File: src/rtl/edulent_pkg.sv
`default_nettype none
// ============================================================================
// Module   : edulent_pkg
// Purpose  : Shared EDULENT types: transfer commands, opcodes, target select.
// Revision : 1.0
// ============================================================================
package edulent_pkg;

    typedef enum logic [3:0] {
        CMD_NOP    = 4'h0,
        CMD_MA_PC  = 4'h1,
        CMD_MD_MEM = 4'h2,
        CMD_IR_MD  = 4'h3,
        CMD_MA_MD  = 4'h4,
        CMD_TGT_MD = 4'h5,
        CMD_MA_AP  = 4'h6,
        CMD_MA_SP  = 4'h7,
        CMD_MD_TGT = 4'h8,
        CMD_MEM_WR = 4'h9,
        CMD_RES    = 4'hA,
        CMD_PC_MD  = 4'hB,
        CMD_A_IN   = 4'hC,
        CMD_OUT_A  = 4'hD,
        CMD_PC_AP  = 4'hE,
        CMD_MD_PC  = 4'hF
    } transfer_cmd_t;

    localparam logic [1:0] C_SP_INC = 2'b01;
    localparam logic [1:0] C_SP_DEC = 2'b10;

    localparam logic [7:0] OP_HALT  = 8'h02;
    localparam logic [7:0] OP_AP_13 = 8'h13;
    localparam logic [7:0] OP_AP_1B = 8'h1B;
    localparam logic [7:0] OP_AP_1E = 8'h1E;
    localparam logic [7:0] OP_AP_23 = 8'h23;
    localparam logic [7:0] OP_AP_2E = 8'h2E;
    localparam logic [7:0] OP_AP_C1 = 8'hC1;

    // Opcodes whose operand moves go to AP rather than the accumulator
    function automatic logic is_ap_target(input logic [7:0] opcode);
        return (opcode == OP_AP_13) || (opcode == OP_AP_1B) ||
               (opcode == OP_AP_1E) || (opcode == OP_AP_23) ||
               (opcode == OP_AP_2E) || (opcode == OP_AP_C1);
    endfunction

endpackage
`default_nettype wire

File: src/rtl/register_transfer_unit_if.sv
`default_nettype none
// ============================================================================
// Module   : register_transfer_unit_if
// Purpose  : Control, memory and ALU bus between control_unit and the RTU.
// Revision : 1.0
// ============================================================================
interface register_transfer_unit_if #(
    parameter int DATA_W = 8
);
    logic [3:0]        i_transfer_cmd;
    logic              i_inc_pc;
    logic [1:0]        i_inc_dec_sp;
    logic              i_alu_calculate;
    logic              i_alu_res_to_ap;
    logic              i_reset_ir;
    logic [DATA_W-1:0] i_alu_result;
    logic [DATA_W-1:0] i_mem_rdata;
    logic [DATA_W-1:0] i_in_data;
    logic [7:0]        o_opcode;
    logic [DATA_W-1:0] o_mem_addr;
    logic [DATA_W-1:0] o_mem_wdata;
    logic              o_mem_we;
    logic [DATA_W-1:0] o_alu_a;
    logic [DATA_W-1:0] o_alu_b;
    logic [DATA_W-1:0] o_ap;
    logic [DATA_W-1:0] o_out_data;
    logic              o_out_valid;
    logic              o_halt;

    modport master (
        output i_transfer_cmd, i_inc_pc, i_inc_dec_sp, i_alu_calculate,
               i_alu_res_to_ap, i_reset_ir, i_alu_result, i_mem_rdata, i_in_data,
        input  o_opcode, o_mem_addr, o_mem_wdata, o_mem_we, o_alu_a, o_alu_b,
               o_ap, o_out_data, o_out_valid, o_halt
    );

    modport slave (
        input  i_transfer_cmd, i_inc_pc, i_inc_dec_sp, i_alu_calculate,
               i_alu_res_to_ap, i_reset_ir, i_alu_result, i_mem_rdata, i_in_data,
        output o_opcode, o_mem_addr, o_mem_wdata, o_mem_we, o_alu_a, o_alu_b,
               o_ap, o_out_data, o_out_valid, o_halt
    );
endinterface
`default_nettype wire

File: src/rtl/register_transfer_unit_sp_counter.sv
`default_nettype none
// ============================================================================
// Module   : sp_counter
// Purpose  : Wrapping up/down stack pointer with synchronous reset.
// Revision : 1.0
// ============================================================================
module sp_counter
    import edulent_pkg::*;
#(
    parameter int                DATA_W  = 8,
    parameter logic [DATA_W-1:0] SP_INIT = '0
) (
    input  wire logic              i_clk,
    input  wire logic              i_rst,
    input  wire logic [1:0]        i_inc_dec,
    output logic      [DATA_W-1:0] o_sp
);
    logic [DATA_W-1:0] r_sp;

    always_ff @(posedge i_clk) begin
        if (i_rst) begin
            r_sp <= SP_INIT;
        end else begin
            case (i_inc_dec)
                C_SP_INC: r_sp <= r_sp + 1'b1;
                C_SP_DEC: r_sp <= r_sp - 1'b1;
                default:  r_sp <= r_sp;
            endcase
        end
    end

    assign o_sp = r_sp;
endmodule
`default_nettype wire

File: src/rtl/register_transfer_unit.sv
`default_nettype none
// ============================================================================
// Module   : register_transfer_unit
// Purpose  : EDULENT register file and one-command-per-cycle transfer engine.
// Revision : 1.0
// ============================================================================
module register_transfer_unit
    import edulent_pkg::*;
#(
    parameter int                DATA_W   = 8,
    parameter logic [DATA_W-1:0] PC_RESET = '0,
    parameter logic [DATA_W-1:0] SP_INIT  = '0
) (
    input  wire logic                i_clk,
    input  wire logic                i_rst,
    register_transfer_unit_if.slave  bus
);
    transfer_cmd_t     w_cmd;
    logic              w_ap_tgt;
    logic [DATA_W-1:0] w_sp;

    logic [DATA_W-1:0] r_pc;
    logic [DATA_W-1:0] r_ma;
    logic [DATA_W-1:0] r_md;
    logic [DATA_W-1:0] r_ir;
    logic [DATA_W-1:0] r_a;
    logic [DATA_W-1:0] r_ap;
    logic [DATA_W-1:0] r_r;
    logic [DATA_W-1:0] r_out;
    logic              r_out_valid;

    assign w_cmd    = transfer_cmd_t'(bus.i_transfer_cmd);
    assign w_ap_tgt = is_ap_target(r_ir[7:0]);

    sp_counter #(
        .DATA_W  (DATA_W),
        .SP_INIT (SP_INIT)
    ) u_sp_counter (
        .i_clk     (i_clk),
        .i_rst     (i_rst),
        .i_inc_dec (bus.i_inc_dec_sp),
        .o_sp      (w_sp)
    );

    // Default updates come first so a command in the case below overrides
    // the PC increment and the IR clear in the same cycle.
    always_ff @(posedge i_clk) begin
        if (i_rst) begin
            r_pc        <= PC_RESET;
            r_ma        <= '0;
            r_md        <= '0;
            r_ir        <= '0;
            r_a         <= '0;
            r_ap        <= '0;
            r_r         <= '0;
            r_out       <= '0;
            r_out_valid <= 1'b0;
        end else begin
            r_out_valid <= 1'b0;
            if (bus.i_alu_calculate) r_r  <= bus.i_alu_result;
            if (bus.i_reset_ir)      r_ir <= '0;
            if (bus.i_inc_pc)        r_pc <= r_pc + 1'b1;

            case (w_cmd)
                CMD_MA_PC:  r_ma <= r_pc;
                CMD_MD_MEM: r_md <= bus.i_mem_rdata;
                CMD_IR_MD:  r_ir <= r_md;
                CMD_MA_MD:  r_ma <= r_md;
                CMD_TGT_MD: begin
                    if (w_ap_tgt) r_ap <= r_md;
                    else          r_a  <= r_md;
                end
                CMD_MA_AP:  r_ma <= r_ap;
                CMD_MA_SP:  r_ma <= w_sp;
                CMD_MD_TGT: r_md <= w_ap_tgt ? r_ap : r_a;
                CMD_RES: begin
                    if (bus.i_alu_res_to_ap) r_ap <= r_r;
                    else                     r_a  <= r_r;
                end
                CMD_PC_MD:  r_pc <= r_md;
                CMD_A_IN:   r_a  <= bus.i_in_data;
                CMD_OUT_A: begin
                    r_out       <= r_a;
                    r_out_valid <= 1'b1;
                end
                CMD_PC_AP:  r_pc <= r_ap;
                CMD_MD_PC:  r_md <= r_pc;
                default: ;
            endcase
        end
    end

    // control_unit decodes in the IR-load cycle, so forward MD then
    assign bus.o_opcode    = (w_cmd == CMD_IR_MD) ? r_md[7:0] : r_ir[7:0];
    assign bus.o_mem_addr  = r_ma;
    assign bus.o_mem_wdata = r_md;
    assign bus.o_mem_we    = (w_cmd == CMD_MEM_WR);
    assign bus.o_alu_a     = r_a;
    assign bus.o_alu_b     = r_md;
    assign bus.o_ap        = r_ap;
    assign bus.o_out_data  = r_out;
    assign bus.o_out_valid = r_out_valid;
    assign bus.o_halt      = (r_ir[7:0] == OP_HALT);
endmodule
`default_nettype wire
File: src/flat_wrapper.sv
// flat-port wrapper written by rule: the top's interface ports become plain ports
module register_transfer_unit_flat import edulent_pkg::*;
#(
    parameter int                DATA_W   = 8,
    parameter logic [DATA_W-1:0] PC_RESET = '0,
    parameter logic [DATA_W-1:0] SP_INIT  = '0
)
  (i_clk, i_rst, bus_i_transfer_cmd, bus_i_inc_pc, bus_i_inc_dec_sp, bus_i_alu_calculate, bus_i_alu_res_to_ap, bus_i_reset_ir, bus_i_alu_result, bus_i_mem_rdata, bus_i_in_data, bus_o_opcode, bus_o_mem_addr, bus_o_mem_wdata, bus_o_mem_we, bus_o_alu_a, bus_o_alu_b, bus_o_ap, bus_o_out_data, bus_o_out_valid, bus_o_halt);
  register_transfer_unit_if #(.DATA_W(DATA_W)) bus_i ();
  input  wire logic i_clk;
  input  wire logic i_rst;
  input wire logic [$bits(bus_i.i_transfer_cmd)-1:0] bus_i_transfer_cmd;
  input wire logic [$bits(bus_i.i_inc_pc)-1:0] bus_i_inc_pc;
  input wire logic [$bits(bus_i.i_inc_dec_sp)-1:0] bus_i_inc_dec_sp;
  input wire logic [$bits(bus_i.i_alu_calculate)-1:0] bus_i_alu_calculate;
  input wire logic [$bits(bus_i.i_alu_res_to_ap)-1:0] bus_i_alu_res_to_ap;
  input wire logic [$bits(bus_i.i_reset_ir)-1:0] bus_i_reset_ir;
  input wire logic [$bits(bus_i.i_alu_result)-1:0] bus_i_alu_result;
  input wire logic [$bits(bus_i.i_mem_rdata)-1:0] bus_i_mem_rdata;
  input wire logic [$bits(bus_i.i_in_data)-1:0] bus_i_in_data;
  output wire logic [$bits(bus_i.o_opcode)-1:0] bus_o_opcode;
  output wire logic [$bits(bus_i.o_mem_addr)-1:0] bus_o_mem_addr;
  output wire logic [$bits(bus_i.o_mem_wdata)-1:0] bus_o_mem_wdata;
  output wire logic [$bits(bus_i.o_mem_we)-1:0] bus_o_mem_we;
  output wire logic [$bits(bus_i.o_alu_a)-1:0] bus_o_alu_a;
  output wire logic [$bits(bus_i.o_alu_b)-1:0] bus_o_alu_b;
  output wire logic [$bits(bus_i.o_ap)-1:0] bus_o_ap;
  output wire logic [$bits(bus_i.o_out_data)-1:0] bus_o_out_data;
  output wire logic [$bits(bus_i.o_out_valid)-1:0] bus_o_out_valid;
  output wire logic [$bits(bus_i.o_halt)-1:0] bus_o_halt;
  assign bus_i.i_transfer_cmd = bus_i_transfer_cmd;
  assign bus_i.i_inc_pc = bus_i_inc_pc;
  assign bus_i.i_inc_dec_sp = bus_i_inc_dec_sp;
  assign bus_i.i_alu_calculate = bus_i_alu_calculate;
  assign bus_i.i_alu_res_to_ap = bus_i_alu_res_to_ap;
  assign bus_i.i_reset_ir = bus_i_reset_ir;
  assign bus_i.i_alu_result = bus_i_alu_result;
  assign bus_i.i_mem_rdata = bus_i_mem_rdata;
  assign bus_i.i_in_data = bus_i_in_data;
  assign bus_o_opcode = bus_i.o_opcode;
  assign bus_o_mem_addr = bus_i.o_mem_addr;
  assign bus_o_mem_wdata = bus_i.o_mem_wdata;
  assign bus_o_mem_we = bus_i.o_mem_we;
  assign bus_o_alu_a = bus_i.o_alu_a;
  assign bus_o_alu_b = bus_i.o_alu_b;
  assign bus_o_ap = bus_i.o_ap;
  assign bus_o_out_data = bus_i.o_out_data;
  assign bus_o_out_valid = bus_i.o_out_valid;
  assign bus_o_halt = bus_i.o_halt;
  register_transfer_unit #(.DATA_W(DATA_W), .PC_RESET(PC_RESET), .SP_INIT(SP_INIT)) u_core (.i_clk(i_clk), .i_rst(i_rst), .bus(bus_i));
endmodule
File: config.mk
export PLATFORM = sky130hd
export DESIGN_NAME = register_transfer_unit_flat
export DESIGN_NICKNAME = d
export VERILOG_FILES = /design/src/rtl/edulent_pkg.sv /design/src/rtl/register_transfer_unit_if.sv /design/src/rtl/register_transfer_unit_sp_counter.sv /design/src/rtl/register_transfer_unit.sv /design/src/flat_wrapper.sv
export SDC_FILE = /design/constraint.sdc
export NUM_CORES = 1
export LEC_CHECK = 0
export BUFFER_PORTS_ARGS = -buffer_cell sky130_fd_sc_hd__clkbuf_2
export CORE_ASPECT_RATIO = 0.9
export CORE_UTILIZATION = 40
export CTS_CLUSTER_SIZE = 8
export DETAILED_ROUTE_END_ITERATION = 8
export GPL_TIMING_DRIVEN = 0
export SETUP_SLACK_MARGIN = 0.2
export SLEW_MARGIN = 25
export SYNTH_ARGS = -nofsm -noshare
export SYNTH_HDL_FRONTEND = slang
export SYNTH_SLANG_ARGS = --single-unit
File: constraint.sdc
create_clock -name i_clk -period 2.32 [get_ports i_clk]
set_input_delay 0 -clock i_clk [delete_from_list [all_inputs] [get_ports i_clk]]
set_output_delay 0 -clock i_clk [all_outputs]
set_load 0.01 [all_outputs]
==> Word-level counts from Yosys, hierarchy flattened <==
Index checks and enable logic that the tools add are counted.
{ "totals": {"ff_bits": 73, "input_bits": 36, "elab_cells": 71} }
{ "classes": {"addsub": 3, "eq_ne": 28, "mux": 16, "reduce_logical": 14} }
{ "op_table": {"columns": ["op", "count"], "rows": [
  ["two-way mux 8 bit", 9],
  ["case mux 8 bit (2 select lines)", 3],
  ["case mux 8 bit (3 select lines)", 2],
  ["== test 4 bit (second input constant)", 8],
  ["case mux 8 bit (4 select lines)", 1],
  ["== test 8 x 5 -> 1 bit (second input constant)", 3],
  ["adder 8 x 1 -> 8 bit (second input constant)", 2],
  ["== test 4 x 3 -> 1 bit (second input constant)", 4],
  ["== test 8 x 6 -> 1 bit (second input constant)", 2],
  ["nonzero test 3 bit", 3],
  ["== test 4 x 2 -> 1 bit (second input constant)", 2],
  ["== test 8 x 2 -> 1 bit (second input constant)", 1],
  ["== test 8 bit (second input constant)", 1],
  ["subtractor 8 x 1 -> 8 bit (second input constant)", 1],
  ["!= test 2 bit (second input constant)", 3],
  ["AND reduction 3 bit", 2],
  ["nonzero test 2 bit", 3],
  ["logical OR 1 bit", 5],
  ["== test 4 x 1 -> 1 bit (second input constant)", 1],
  ["nonzero test 4 bit", 1],
  ["== test 2 x 1 -> 1 bit (second input constant)", 1],
  ["== test 2 bit (second input constant)", 1],
  ["!= test 2 x 1 -> 1 bit (second input constant)", 1],
  ["two-way mux 1 bit", 1]
]} }

==> Depth between registers and ports, before layout <==
{ "depth": {"word_depth": 8, "mapped_depth": 9, "depth_no_buf": 9} }

==> By module <==
A second synthesis with hierarchy kept.
{ "hier_totals": {"hier_cells": 554, "area_unflattened_um2": 4335.4} }
{ "modules_own_cells": {"columns": ["mod", "instances", "cells_per_inst", "area_each_um2"], "rows": [
  ["register_transfer_unit", 1, 467, 3646.0],
  ["sp_counter", 1, 87, 689.4]
]} }

==> Worst setup path after synthesis <==
OpenSTA, ideal clock, no wires.
{ "synth_timing": {"path_type": "register to register", "startpoint": "register u_core.r_ir[2]", "endpoint": "register u_core.r_a[0] (netlist: u_core.bus.o_alu_a[0])", "setup_ns": 0.121, "t_arrival_ns": 2.209, "setup_slack_ns": -0.009, "stages_incl_launch_ff": 8, "path_buffers": 2, "period_less_slack_ns": 2.329, "cell_sequence": "dfxtp_1 -> or4_4 -> or4b_1 -> buf_6 -> nand3_4 -> a31o_2 -> buf_6 -> mux2_2"} }
{ "synth_via": {"elab_chain_cells": 8, "word_cells_on_any_way": 13, "classes_between": "7 x eq/ne; 6 x reduce/logical"} }
{ "synth_lines": {"columns": ["item", "line", "text"], "rows": [
  ["start, declared", "register_transfer_unit.sv:25", "logic [DATA_W-1:0] r_ir;"],
  ["start signal, assigned", "register_transfer_unit.sv:67", "CMD_IR_MD: r_ir <= r_md;"],
  ["== test 8 x 5 -> 1 bit", "edulent_pkg.sv:41", "return (opcode == OP_AP_13) || (opcode == OP_AP_1B) ||"],
  ["logical OR 1 bit (2 in a row)", "edulent_pkg.sv:41", null],
  ["logical OR 1 bit (2 in a row)", "edulent_pkg.sv:42", "(opcode == OP_AP_1E) || (opcode == OP_AP_23) ||"],
  ["logical OR 1 bit *", "edulent_pkg.sv:43", "(opcode == OP_AP_2E) || (opcode == OP_AP_C1);"],
  ["!= test 2 bit (no line) *", null, null],
  ["AND reduction 3 bit (no line) *", null, null],
  ["end signal, assigned", "register_transfer_unit.sv:71", "else r_a <= r_md;"],
  ["end signal, assigned", "register_transfer_unit.sv:78", "else r_a <= r_r;"],
  ["end signal, assigned", "register_transfer_unit.sv:81", "CMD_A_IN: r_a <= bus.i_in_data;"],
  ["end, declared", "register_transfer_unit.sv:26", "logic [DATA_W-1:0] r_a;"]
]} }
Mark *: on every way between the ends. The rest lies on a longest branch, timed or not.
A chain may end at the register's enable or synchronous reset.

==> Worst setup path in the final report <==
Ends and elaborated chain as after synthesis.

==> key figures <==
Outcome
  – Outcome: finished, final reports clean

Setup path
  – Worst EP required: about 2600 ps
  – Worst setup SP type: register
  – CP endpoint kind: register
  – Worst r2r src: u_core.r_ir[2]
  – Reg-to-reg setup timing slack: 10 ps
  – Critical Path Fanout Max: 8
  – Crit path cell chain: or4_4 -> or4b_4 -> buf_6 -> nand3_4 -> a31o_4 -> buf_8 -> mux2_4
  – CP max-delay cell: or4_4
  – Arrival @ worst endpoint: 2540 ps
  – CP Class: reg2reg
  – R2R Path End: u_core.bus.o_alu_a[0]
  – Slowest stage delay, CP: 540 ps
  – R2R cell count: 7

Timing
  – Clock Skew: 8.87 ps
  – Fin. Hold Viols: 0
  – Period utilization: 99.4%
  – Final Max Slew Viols: 0
  – Hold Slack: 15.9 ps
  – PnR worst setup slack: between 10 and 15 ps
  – Fin crit period: between 2000 and 2500 ps
  – Worst slew margin: 47.1%
  – Fmax: around 430 MHz
  – Final setup violation count: 0
  – RSZ-0062 raised after global routing: yes
  – Worst-Margin Slew: 790 ps

Synthesis
  – Synth unique cells: between 50 and 60
  – Synth Area in Compound Gates: 22.6%
  – Async S/R FF share, synth: 0%
  – Sequential fraction of the synthesis area: ~33%
  – Main combinational cell family by area after synthesis: simple AND/OR/NAND/NOR gates
  – Post-synth EDFFs: 0
  – Post-Syn Instances: 549
  – Syn Std Cell Area: 4390 µm²
  – Synth Area in Adders: 2.74%
  – Ys Warns: 0
  – Avg Cell Area, Syn: ~8 µm²
  – Post-synthesis mux area share: a little over 10%
  – Synth Area in Simple Gates: about a quarter
  – Number of synthesized register bits: 73
  – Net count after synthesis: 594
  – Xor and xnor area share after synthesis: less than 1%
  – Main synth FF type: dfxtp_1

Global routing
  – GRT busiest layer: met2
  – M2 GR Usage: 42.1%
  – Largest net degree at the start of global routing: 14
  – Overall routing resource usage: 26.0%
  – GR Layer Usage met3: 4.49%
  – First-pass GRT wire length: 22400 µm
  – Routing usage on met1: 34.6%
  – Vias in the first global route: 4135
  – GR Overflow Total: 0
  – Initial antenna violation count: 0

Floorplan
  – Die Area: 11400 µm²
  – Cell Rows: 35
  – Die X-Extent: 112 µm
  – Initial Util: 41.9%
  – Die height: 101 µm
  – Ports: 95
  – Core Region: ~10000 µm²

Route
  – DRT iter0 DRCs: 321
  – Via count: 4593
  – DRC: 0
  – Avg WL per Cell: 18.0 µm
  – Drt pass-1 iters: 5
  – Drt total wl: roughly 14000 µm
  – Vias per cell: roughly 5.7
  – Antenna Violating Nets Remaining: 0

Clock network
  – H-tree Lvls: 3
  – CTS Root Cell: clkbuf_16
  – Clock buffer depth: 2
  – Cts bufs inserted: 9
  – Clk Latency, worst-skew pair: 350 ps
  – Worst-path clk slew: 60 ps
  – Clock sink count: 73
  – CTS tree: done

Worst hold path
  – Hold Path Sink: u_core.u_sp_counter.o_sp[6]
  – Hold crit path type: in2reg
  – Worst hold stages: 3
  – Worst Hold Launch: i_rst

Pwr
  – Clock power frac: 44.9%
  – Net Sw Frac: 27.4%
  – Sw Pwr: slightly above 900 µW
  – Total power: approximately 3400 µW
  – Leak: between 0.002 and 0.0025 µW
  – Sequential Power Share: 40.5%
  – Internal power: 2470 µW
  – Comb power frac: 14.6%
  – Pwr Density: a little over 600 nW/µm²
  – Peak supply drop: 0.387 mV

Job
  – Max-cap viol count: 0

Placed design
  – Place WS: -59.4 ps
  – Hpwl dp: around 10000 µm
  – GP Congestion: approximately 0.88
  – IO Port Bufs: 91

Final layout
  – Area grow syn2layout: 28.1%
  – Share of cells above drive strength 1: between 20% and 30%
  – # nets final: 715
  – Diode count: 0
  – Final core utilization: 53.7%
  – Fillers: 988
-- per-layer routing --
metal / up-vias / share of wire [%] / routed length (µm)
met5: - / 0 / 0
met4: 0 / 2.3 / 335
met3: 29 / 6.4 / 924
met2: 189 / 45 / 6520
met1: 2161 / 46 / 6700
li1: 2214 / - / -
-- through the flow --
step	TNS, ps	area, µm²	std cells
global placement	-235	5050	769
CTS	0	5550	802
global route	-160	5620	804
finish	0	5620	804
detailed placement	-636	5050	769
floorplan	0	4430	549
-- power by group through the flow --
| stage | logic, µW | clock network (µW) | registers, µW |
|---|---|---|---|
| global route | 550 | 1590 | 1380 |
| detailed placement | 473 | 0 | 1400 |
| CTS | 490 | 1550 | 1380 |
| floorplan | 328 | 0 | 1380 |
| global placement | 465 | 0 | 1400 |
| finish | 496 | 1520 | 1380 |
-- cell usage after synthesis (all sizes together), types with 2 or more instances --
library cell,n,area [µm²]
a31oi,2,12.5
buf,20,121
o31ai,7,52.6
o22ai,12,75.1
inv,9,33.8
o21ai,32,160
and2,8,50.1
nor2,68,255
nand2,60,225
o21a,5,37.5
a2bb2oi,7,61.3
or3,2,12.5
a221oi,8,70.1
a21oi,38,190
or4,2,18.8
mux2i,17,170
or4b,2,20.0
a211oi,11,82.6
a22oi,8,60.1
a21bo,7,70.1
ha,8,100
nor4b,3,32.5
nor2b,27,169
nand2b,3,18.8
dfxtp,73,1460
xnor2,2,17.5
nor3b,6,45.0
clkbuf,25,93.8
mux2,25,282
nor4bb,2,20.0
nand3,8,52.6
and3,3,18.8
o211ai,4,30.0
and4,2,17.5
nand4,10,62.6
nor3,12,60.1
xor2,2,17.5
-- worst max-delay path, delay by kind of cell (launching register included) --
| family | cells | cell delay, ps |
|---|---|---|
| AND/OR/NAND/NOR | 3 | 1110 |
| AO/OA/AOI/OAI | 1 | 170 |
| multiplexers | 1 | 310 |
| flip-flops | 1 | 340 |
| buffers and inverters | 2 | 280 |
-- kinds of logic (layout without fill, tap and decap cells) --
group,after synthesis,count (layout)
flops,73,73
compound gates,149,149
xor+xnor,4,4
simple gates,218,218
fa+ha+maj,9,9
mux,42,42
buf+inv,54,180
-- cells in the final DEF, fill, tap and decap left out, types with 9 or more instances in the layout --
cell and count:
a21oi_1 38, buf_1 9, buf_4 17, clkbuf_1 26, clkbuf_16 9, clkbuf_2 91
dfxtp_1 70, inv_1 9, mux2_2 11, mux2_4 14, mux2i_1 17, nand2_1 60
nand4_1 10, nor2_1 68, nor2b_1 27, nor3_1 11, o21ai_0 31, o22ai_1 12
-- flip-flops by register name (all words and copies together) (netlist names), 8 cells and up --
name,count
u_core.u_sp_counter.o_sp,8
u_core.bus.o_mem_addr,8
u_core.r_r,8
u_core.bus.o_alu_b,8
u_core.r_ir,8
u_core.bus.o_ap,8
u_core.bus.o_alu_a,8
u_core.r_pc,8
u_core.bus.o_out_data,8
-- final cells by class --
class	instances	area, µm²	area share [%]
timing repair buffer	110	626	11.1
buffer	45	219	3.90
clock buffer	10	229	4.07
tap	129	161	2.87
sequential	73	1470	26.2
inverter	9	33.8	0.601
multi-input combinational	422	2790	49.6
clock inverter	6	91.3	1.63
-- worst max path at each step --
stage	end	startpoint	depth (start not counted)	slack, ps
6_report	u_core.bus.o_alu_a[0]	u_core.r_ir[2]	7	10
5_1_grt	u_core.bus.o_alu_a[0]	u_core.r_ir[2]	7	-30
4_1_cts	u_core.bus.o_alu_a[0]	u_core.r_ir[2]	7	10
3_5_place_dp	u_core.r_ir[0]	bus_i_transfer_cmd[1]	7	-60
3_3_place_gp	u_core.r_ir[0]	bus_i_transfer_cmd[1]	7	-30
2_1_floorplan	u_core.bus.o_alu_a[0]	u_core.r_ir[5]	7	60
-- repair_timing --
| action | CTS | global route |
|---|---|---|
| setup endpoints to repair | 24 | 25 |
| hold buffers | 8 | 0 |
| pin swaps | 9 | 7 |
| gates cloned | 0 | 0 |
| buffers inserted | 9 | 2 |
| gates resized for setup | 11 | 11 |
| hold endpoints to repair | 8 | 0 |
Note: power is estimated with default switching activity, not from simulation.
